[config.mk]
export PLATFORM = sky130hd
export DESIGN_NAME = neander_acc_unit
export DESIGN_NICKNAME = d
export VERILOG_FILES = /design/src/rtl/neander_pkg.sv /design/src/rtl/neander_mul_iter.sv /design/src/rtl/neander_acc_unit.sv
export SDC_FILE = /design/constraint.sdc
export NUM_CORES = 1
export LEC_CHECK = 0
export BUFFER_PORTS_ARGS = -buffer_cell sky130_fd_sc_hd__buf_2
export CORE_MARGIN = 3
export CORE_UTILIZATION = 40
export DETAILED_ROUTE_END_ITERATION = 12
export PLACE_DENSITY = 0.56
export SETUP_SLACK_MARGIN = 0.15
export SYNTH_ARGS = -nofsm -noshare
export SYNTH_HDL_FRONTEND = slang
export SYNTH_HIERARCHICAL = 1
export SYNTH_SLANG_ARGS = --single-unit
[constraint.sdc]
create_clock -name clock -period 6.2 [get_ports clock]
set_clock_uncertainty 0.15 [all_clocks]
set_input_delay 1.86 -clock clock [delete_from_list [all_inputs] [get_ports clock]]
set_output_delay 1.86 -clock clock [all_outputs]
set_load 0.1 [all_outputs]
[src/rtl/neander_pkg.sv]
// Shared opcodes, FSM states and flag bit positions for the Neander accumulator unit.
package neander_pkg;

  localparam logic [3:0] OP_NOP = 4'd0;
  localparam logic [3:0] OP_LDA = 4'd1;
  localparam logic [3:0] OP_ADD = 4'd2;
  localparam logic [3:0] OP_SUB = 4'd3;
  localparam logic [3:0] OP_AND = 4'd4;
  localparam logic [3:0] OP_OR  = 4'd5;
  localparam logic [3:0] OP_NOT = 4'd6;
  localparam logic [3:0] OP_SHL = 4'd7;
  localparam logic [3:0] OP_SHR = 4'd8;
  localparam logic [3:0] OP_MUL = 4'd9;

  typedef enum logic {ST_IDLE, ST_BUSY} state_e;

  localparam int unsigned FLAG_N = 0;
  localparam int unsigned FLAG_Z = 1;
  localparam int unsigned FLAG_C = 2;
  localparam int unsigned FLAG_W = 3;

endpackage

[src/rtl/neander_mul_iter.sv]
// Iterative shift-add multiplier: one partial product per cycle for WIDTH cycles.
// Only instantiated when NEANDER_MUL_EN is defined.
module neander_mul_iter #(
  parameter int unsigned WIDTH = 8
) (
  input  logic               clock,
  input  logic               reset_n,
  input  logic               start,
  input  logic               abort,
  input  logic [WIDTH-1:0]   multiplicand,
  input  logic [WIDTH-1:0]   multiplier,
  output logic               done_c,
  output logic [2*WIDTH-1:0] product_c
);

  localparam int unsigned CNTW = $clog2(WIDTH) + 1;

  logic               busy_q, busy_d;
  logic [CNTW-1:0]    cnt_q, cnt_d;
  logic [WIDTH-1:0]   mcand_q, mcand_d;
  logic [2*WIDTH-1:0] prod_q, prod_d;
  logic [WIDTH-1:0]   addend;
  logic [WIDTH:0]     sum;
  logic [2*WIDTH-1:0] step;

  // Low half holds the remaining multiplier bits, high half the running sum.
  always_comb begin
    busy_d  = busy_q;
    cnt_d   = cnt_q;
    mcand_d = mcand_q;
    prod_d  = prod_q;
    done_c  = 1'b0;
    addend  = prod_q[0] ? mcand_q : '0;
    sum     = {1'b0, prod_q[2*WIDTH-1:WIDTH]} + {1'b0, addend};
    step    = {sum, prod_q[WIDTH-1:1]};
    if (abort) begin
      busy_d = 1'b0;
    end else if (start) begin
      busy_d  = 1'b1;
      cnt_d   = '0;
      mcand_d = multiplicand;
      prod_d  = {{WIDTH{1'b0}}, multiplier};
    end else if (busy_q) begin
      prod_d = step;
      cnt_d  = cnt_q + CNTW'(1);
      if (cnt_q == CNTW'(WIDTH - 1)) begin
        busy_d = 1'b0;
        done_c = 1'b1;
      end
    end
    product_c = step;
  end

  always_ff @(posedge clock or negedge reset_n) begin
    if (!reset_n) begin
      busy_q  <= 1'b0;
      cnt_q   <= '0;
      mcand_q <= '0;
      prod_q  <= '0;
    end else begin
      busy_q  <= busy_d;
      cnt_q   <= cnt_d;
      mcand_q <= mcand_d;
      prod_q  <= prod_d;
    end
  end

endmodule

[src/rtl/neander_acc_unit.sv]
// Neander accumulator + ALU with N/Z/C flags behind a valid/ready request port.
// Define NEANDER_MUL_EN to add the iterative MUL opcode; otherwise opcode 9 is illegal.
module neander_acc_unit
  import neander_pkg::*;
#(
  parameter int unsigned WIDTH = 8
) (
  input  logic             clock,
  input  logic             reset_n,
  input  logic             acc_clr,
  input  logic             op_valid,
  output logic             op_ready,
  input  logic [3:0]       op_code,
  input  logic [WIDTH-1:0] operand,
  output logic [WIDTH-1:0] acc,
  output logic             flag_n,
  output logic             flag_z,
  output logic             flag_c,
  output logic             done,
  output logic             illegal
);

  logic [WIDTH-1:0]  acc_q, acc_d;
  logic [FLAG_W-1:0] flags_q, flags_d;
  logic              done_q, done_d;
  logic              illegal_q, illegal_d;
  logic [WIDTH:0]    sum_c, diff_c;

`ifdef NEANDER_MUL_EN
  state_e             state_q, state_d;
  logic               mul_start_c;
  logic               mul_done_c;
  logic [2*WIDTH-1:0] mul_product_c;

  neander_mul_iter #(.WIDTH(WIDTH)) u_mul (
    .clock        (clock),
    .reset_n      (reset_n),
    .start        (mul_start_c),
    .abort        (acc_clr),
    .multiplicand (acc_q),
    .multiplier   (operand),
    .done_c       (mul_done_c),
    .product_c    (mul_product_c)
  );

  assign op_ready = (state_q == ST_IDLE);
`else
  assign op_ready = 1'b1;
`endif

  always_comb begin
    acc_d     = acc_q;
    flags_d   = flags_q;
    done_d    = 1'b0;
    illegal_d = 1'b0;
    sum_c     = {1'b0, acc_q} + {1'b0, operand};
    diff_c    = {1'b0, acc_q} - {1'b0, operand};
`ifdef NEANDER_MUL_EN
    state_d     = state_q;
    mul_start_c = 1'b0;
`endif
    if (acc_clr) begin
      acc_d = '0;
`ifdef NEANDER_MUL_EN
      state_d = ST_IDLE;
`endif
    end
`ifdef NEANDER_MUL_EN
    else if (state_q == ST_BUSY) begin
      if (mul_done_c) begin
        acc_d           = mul_product_c[WIDTH-1:0];
        flags_d[FLAG_C] = |mul_product_c[2*WIDTH-1:WIDTH];
        done_d          = 1'b1;
        state_d         = ST_IDLE;
      end
    end
`endif
    else if (op_valid) begin
      done_d = 1'b1;
      case (op_code)
        OP_NOP: begin end
        OP_LDA: acc_d = operand;
        OP_ADD: begin
          acc_d           = sum_c[WIDTH-1:0];
          flags_d[FLAG_C] = sum_c[WIDTH];
        end
        OP_SUB: begin
          acc_d           = diff_c[WIDTH-1:0];
          flags_d[FLAG_C] = diff_c[WIDTH];
        end
        OP_AND: acc_d = acc_q & operand;
        OP_OR:  acc_d = acc_q | operand;
        OP_NOT: acc_d = ~acc_q;
        OP_SHL: begin
          acc_d           = {acc_q[WIDTH-2:0], 1'b0};
          flags_d[FLAG_C] = acc_q[WIDTH-1];
        end
        OP_SHR: begin
          acc_d           = {1'b0, acc_q[WIDTH-1:1]};
          flags_d[FLAG_C] = acc_q[0];
        end
`ifdef NEANDER_MUL_EN
        OP_MUL: begin
          done_d      = 1'b0;
          mul_start_c = 1'b1;
          state_d     = ST_BUSY;
        end
`endif
        default: illegal_d = 1'b1;
      endcase
    end
    // N and Z always track the accumulator value being written.
    flags_d[FLAG_N] = acc_d[WIDTH-1];
    flags_d[FLAG_Z] = (acc_d == '0);
  end

  always_ff @(posedge clock or negedge reset_n) begin
    if (!reset_n) begin
      acc_q           <= '0;
      flags_q         <= '0;
      flags_q[FLAG_Z] <= 1'b1;
      done_q          <= 1'b0;
      illegal_q       <= 1'b0;
`ifdef NEANDER_MUL_EN
      state_q         <= ST_IDLE;
`endif
    end else begin
      acc_q     <= acc_d;
      flags_q   <= flags_d;
      done_q    <= done_d;
      illegal_q <= illegal_d;
`ifdef NEANDER_MUL_EN
      state_q   <= state_d;
`endif
    end
  end

  assign acc     = acc_q;
  assign flag_n  = flags_q[FLAG_N];
  assign flag_z  = flags_q[FLAG_Z];
  assign flag_c  = flags_q[FLAG_C];
  assign done    = done_q;
  assign illegal = illegal_q;

endmodule
==> results.sh <==
export IMPL_outcome="finished, final reports clean"
export IMPL_synth_edff_count=0
export IMPL_async_flop_share_pct=100
export IMPL_min_to="flags_q[2]"
export IMPL_rrSetupSlack_ps=3290
export IMPL_via_count=1917
export IMPL_max_cap_viol_count=0
export IMPL_place_gp_congestion=0.862
export IMPL_worst_setup_path_start_kind="primary input"
export IMPL_synth_top_family_by_area="compound AO/OA/AOI/OAI gates"
export IMPL_hold_depth=2
export IMPL_grt_antenna_before_repair=0
export IMPL_synth_compound_area_share_pct=28.0
export IMPL_synthMuxAreaShare_pct=6.42
export IMPL_cts_resized=0
export IMPL_ant_nets=0
export IMPL_max_slew_margin_pct=65.4
export IMPL_yosysSeqAreaShare_pct=14.7
export IMPL_ys_ff_latch=12
export IMPL_leakagePower_nw=1.01
export IMPL_finalCriticalPeriod_ps=4160
export IMPL_hold_path_class="flip-flop to flip-flop"
export IMPL_drt_wl_total_um=5930
export IMPL_rr_startpoint="acc[2]"
export IMPL_io_buffer_count=28
export IMPL_htreeDepth=1
export IMPL_cp_top_family="compound AO/OA/AOI/OAI gates"
export IMPL_nets=313
export IMPL_grt_pass1_wl_um=9740
export IMPL_drt_iter0_drc=101
export IMPL_io_pins=30
export IMPL_syn_to_final_growth_pct=8.92
export IMPL_worstMarginPinSlew_ps=519
export IMPL_netlist_area_mm2=0.00205
export IMPL_synth_xor_xnor_area_share_pct=2.14
export IMPL_synth_fa_ha_area_share_pct=16.6
export IMPL_cp_num_buf_inv=1
export IMPL_dp_cells=333
export IMPL_synth_nets=296
export IMPL_firstDrtPassIters=4
export IMPL_total_power_mw=0.397
export IMPL_setup_violations_final=0
export IMPL_finalSetupTns_ps=0
export IMPL_ys_types=66
export IMPL_grt_util_met3_pct=2.55
export IMPL_drive_gt1_share_pct=18.5
export IMPL_yosys_area_share_simple_pct=21.7
export IMPL_cp_max_fo=4
export IMPL_cts_setup_buffers=0
export IMPL_finalCritPeriodShare_pct=67.1
export IMPL_crit_path_end_kind="flip-flop"
export IMPL_grt_ovfl_total=0
export IMPL_cts_buffer_depth=2
export IMPL_hold_viol_final=0
export IMPL_r2r_cells=9
export IMPL_grt_util_met1_pct=29.8
export IMPL_grt_max_degree=27
export IMPL_drv_slew=0
export IMPL_final_core_util_pct=46.0
export IMPL_path_clk_slew_ps=50
export IMPL_p_per_area_mw_per_mm2=178
export IMPL_rsz0062_at_grt="no"
export IMPL_rows=25
export IMPL_clock_latency_ps=240
export IMPL_irDropWorstVdd_v=0.000126
export IMPL_cts_tree="yes"
export IMPL_r2r_end="flags_q[1]"
export IMPL_initial_utilization_pct=42.2
export IMPL_hold_start="flags_q[2]"
export IMPL_critPathLaunch="operand[0]"
export IMPL_hpwl_um=4580
export IMPL_cts_sinks=12
export IMPL_fmax_ghz=0.240
export IMPL_globalRouteMet2Util_pct=31.6
export IMPL_avgRoutedWirePerCell_um=17.6
export IMPL_worstSetupPathType="primary input to flip-flop"
export IMPL_ctsHoldBuffers=0
export IMPL_fp_dieArea_mm2=0.00601
export IMPL_worst_path_largest_cell_delay_ps=390
export IMPL_grt_usage_pct=20.0
export IMPL_core_mm2=0.00485
export IMPL_final_cell_mix="28 x inv_1, 28 x buf_2, 24 x ha_1"
export IMPL_path_cells="buf_2 -> ha_1 -> fa_1 -> a21o_1 -> a21oi_1 -> o21ai_1 -> a2111o_1 -> o21ai_0 -> o211ai_1 -> nor4_2"
export IMPL_ys_flop_type="dfrtp_1"
export IMPL_chipHeight_um=77.5
export IMPL_n_antenna_cell=0
export IMPL_avgSynthCellArea_um2=8.06
export IMPL_cts_root_buffer="clkbuf_8"
export IMPL_final_cells=337
export IMPL_cp_required_ps=6200
export IMPL_top_usage_layer="met2"
export IMPL_synth_cells=254
export IMPL_slowest_stage="fa_1"
export IMPL_synth_warnings=6
export IMPL_remaining_drc_errors=0
export IMPL_numCtsBuffers=3
export IMPL_cp_arrival_ps=4160
export IMPL_grt_pass1_vias=1843
export IMPL_vias_per_cell=5.69
export IMPL_die_w_um=77.5
-- worst max path at each step --
| stage | to | slack (ps) | depth (start not counted) |
|---|---|---|---|
| floorplan | flags_q[1] | 2220 | 9 |
| global placement | flags_q[1] | 1870 | 10 |
| detailed placement | flags_q[1] | 1840 | 10 |
| CTS | flags_q[1] | 2080 | 10 |
| global route | flags_q[1] | 1850 | 10 |
| finish | flags_q[1] | 2040 | 10 |
-- per-layer routing --
layer | routed length, µm | vias up | share of wire, %
li1 | - | 943 | -
met1 | 2820 | 906 | 48
met2 | 2750 | 64 | 46
met3 | 319 | 4 | 5.4
met4 | 41 | 0 | 0.69
met5 | 0 | - | 0
-- final cells by class --
class | instances | area (µm²)
fill | 503 | 2620
multi-input combinational | 196 | 1540
sequential | 12 | 302
timing repair buffer | 28 | 140
inverter | 30 | 113
tap | 67 | 83.8
clock buffer | 4 | 55.1
-- sequential cells by signal (all words and copies together), names as in the netlist --
name,cells
illegal,1
acc,7
flags_q,3
done,1
-- cell usage after synthesis, drive strengths merged, types with 4 or more instances --
cell / n / area, µm²
a211oi: 5 / 37.5
nor3: 5 / 36.3
o21ai: 9 / 56.3
nand2: 17 / 63.8
inv: 30 / 113
mux2i: 4 / 52.6
dfrtp: 11 / 275
nand3: 7 / 35.0
buf: 11 / 77.6
clkbuf: 5 / 18.8
nor2b: 9 / 56.3
a221oi: 4 / 47.6
a31oi: 6 / 37.5
a21oi: 12 / 63.8
ha: 24 / 300
nor2: 19 / 71.3
xnor2: 4 / 35.0
o211ai: 4 / 30.0
nand2b: 11 / 68.8
o22ai: 4 / 25.0
-- metrics by stage --
step | worst slack (ps) | hold WS [ps] | cell area (µm²)
6_report | 2040 | 340 | 2230
5_1_grt | 1850 | 354 | 2230
4_1_cts | 2080 | 338 | 2230
3_5_place_dp | 1840 | 326 | 2170
3_3_place_gp | 1870 | 317 | 2170
2_1_floorplan | 2220 | 824 | 2050
-- where the power goes --
group          total [mW]  internal, mW  switching [mW]
sequential         0.0962        0.0864         0.00973
clock              0.0841        0.0560          0.0281
combinational       0.217        0.0651           0.152
total               0.397         0.208           0.189
-- cells by family after synthesis --
kind of cell    after synthesis
xor+xnor                      5
buf+inv                      46
mux                           8
flops                        12
fa+ha+maj                    26
other cells                   1
simple gates                 82
compound gates               74
-- worst reg2reg max path, delay by kind of cell, from the launching register on --
family / cells / cell delay [ps]
flops: 1 / 480
compound gates: 3 / 650
simple gates: 3 / 890
xor+xnor: 1 / 140
buf+inv: 1 / 130
fa+ha+maj: 1 / 380
No activity file was read; power rests on OpenSTA's default activity.
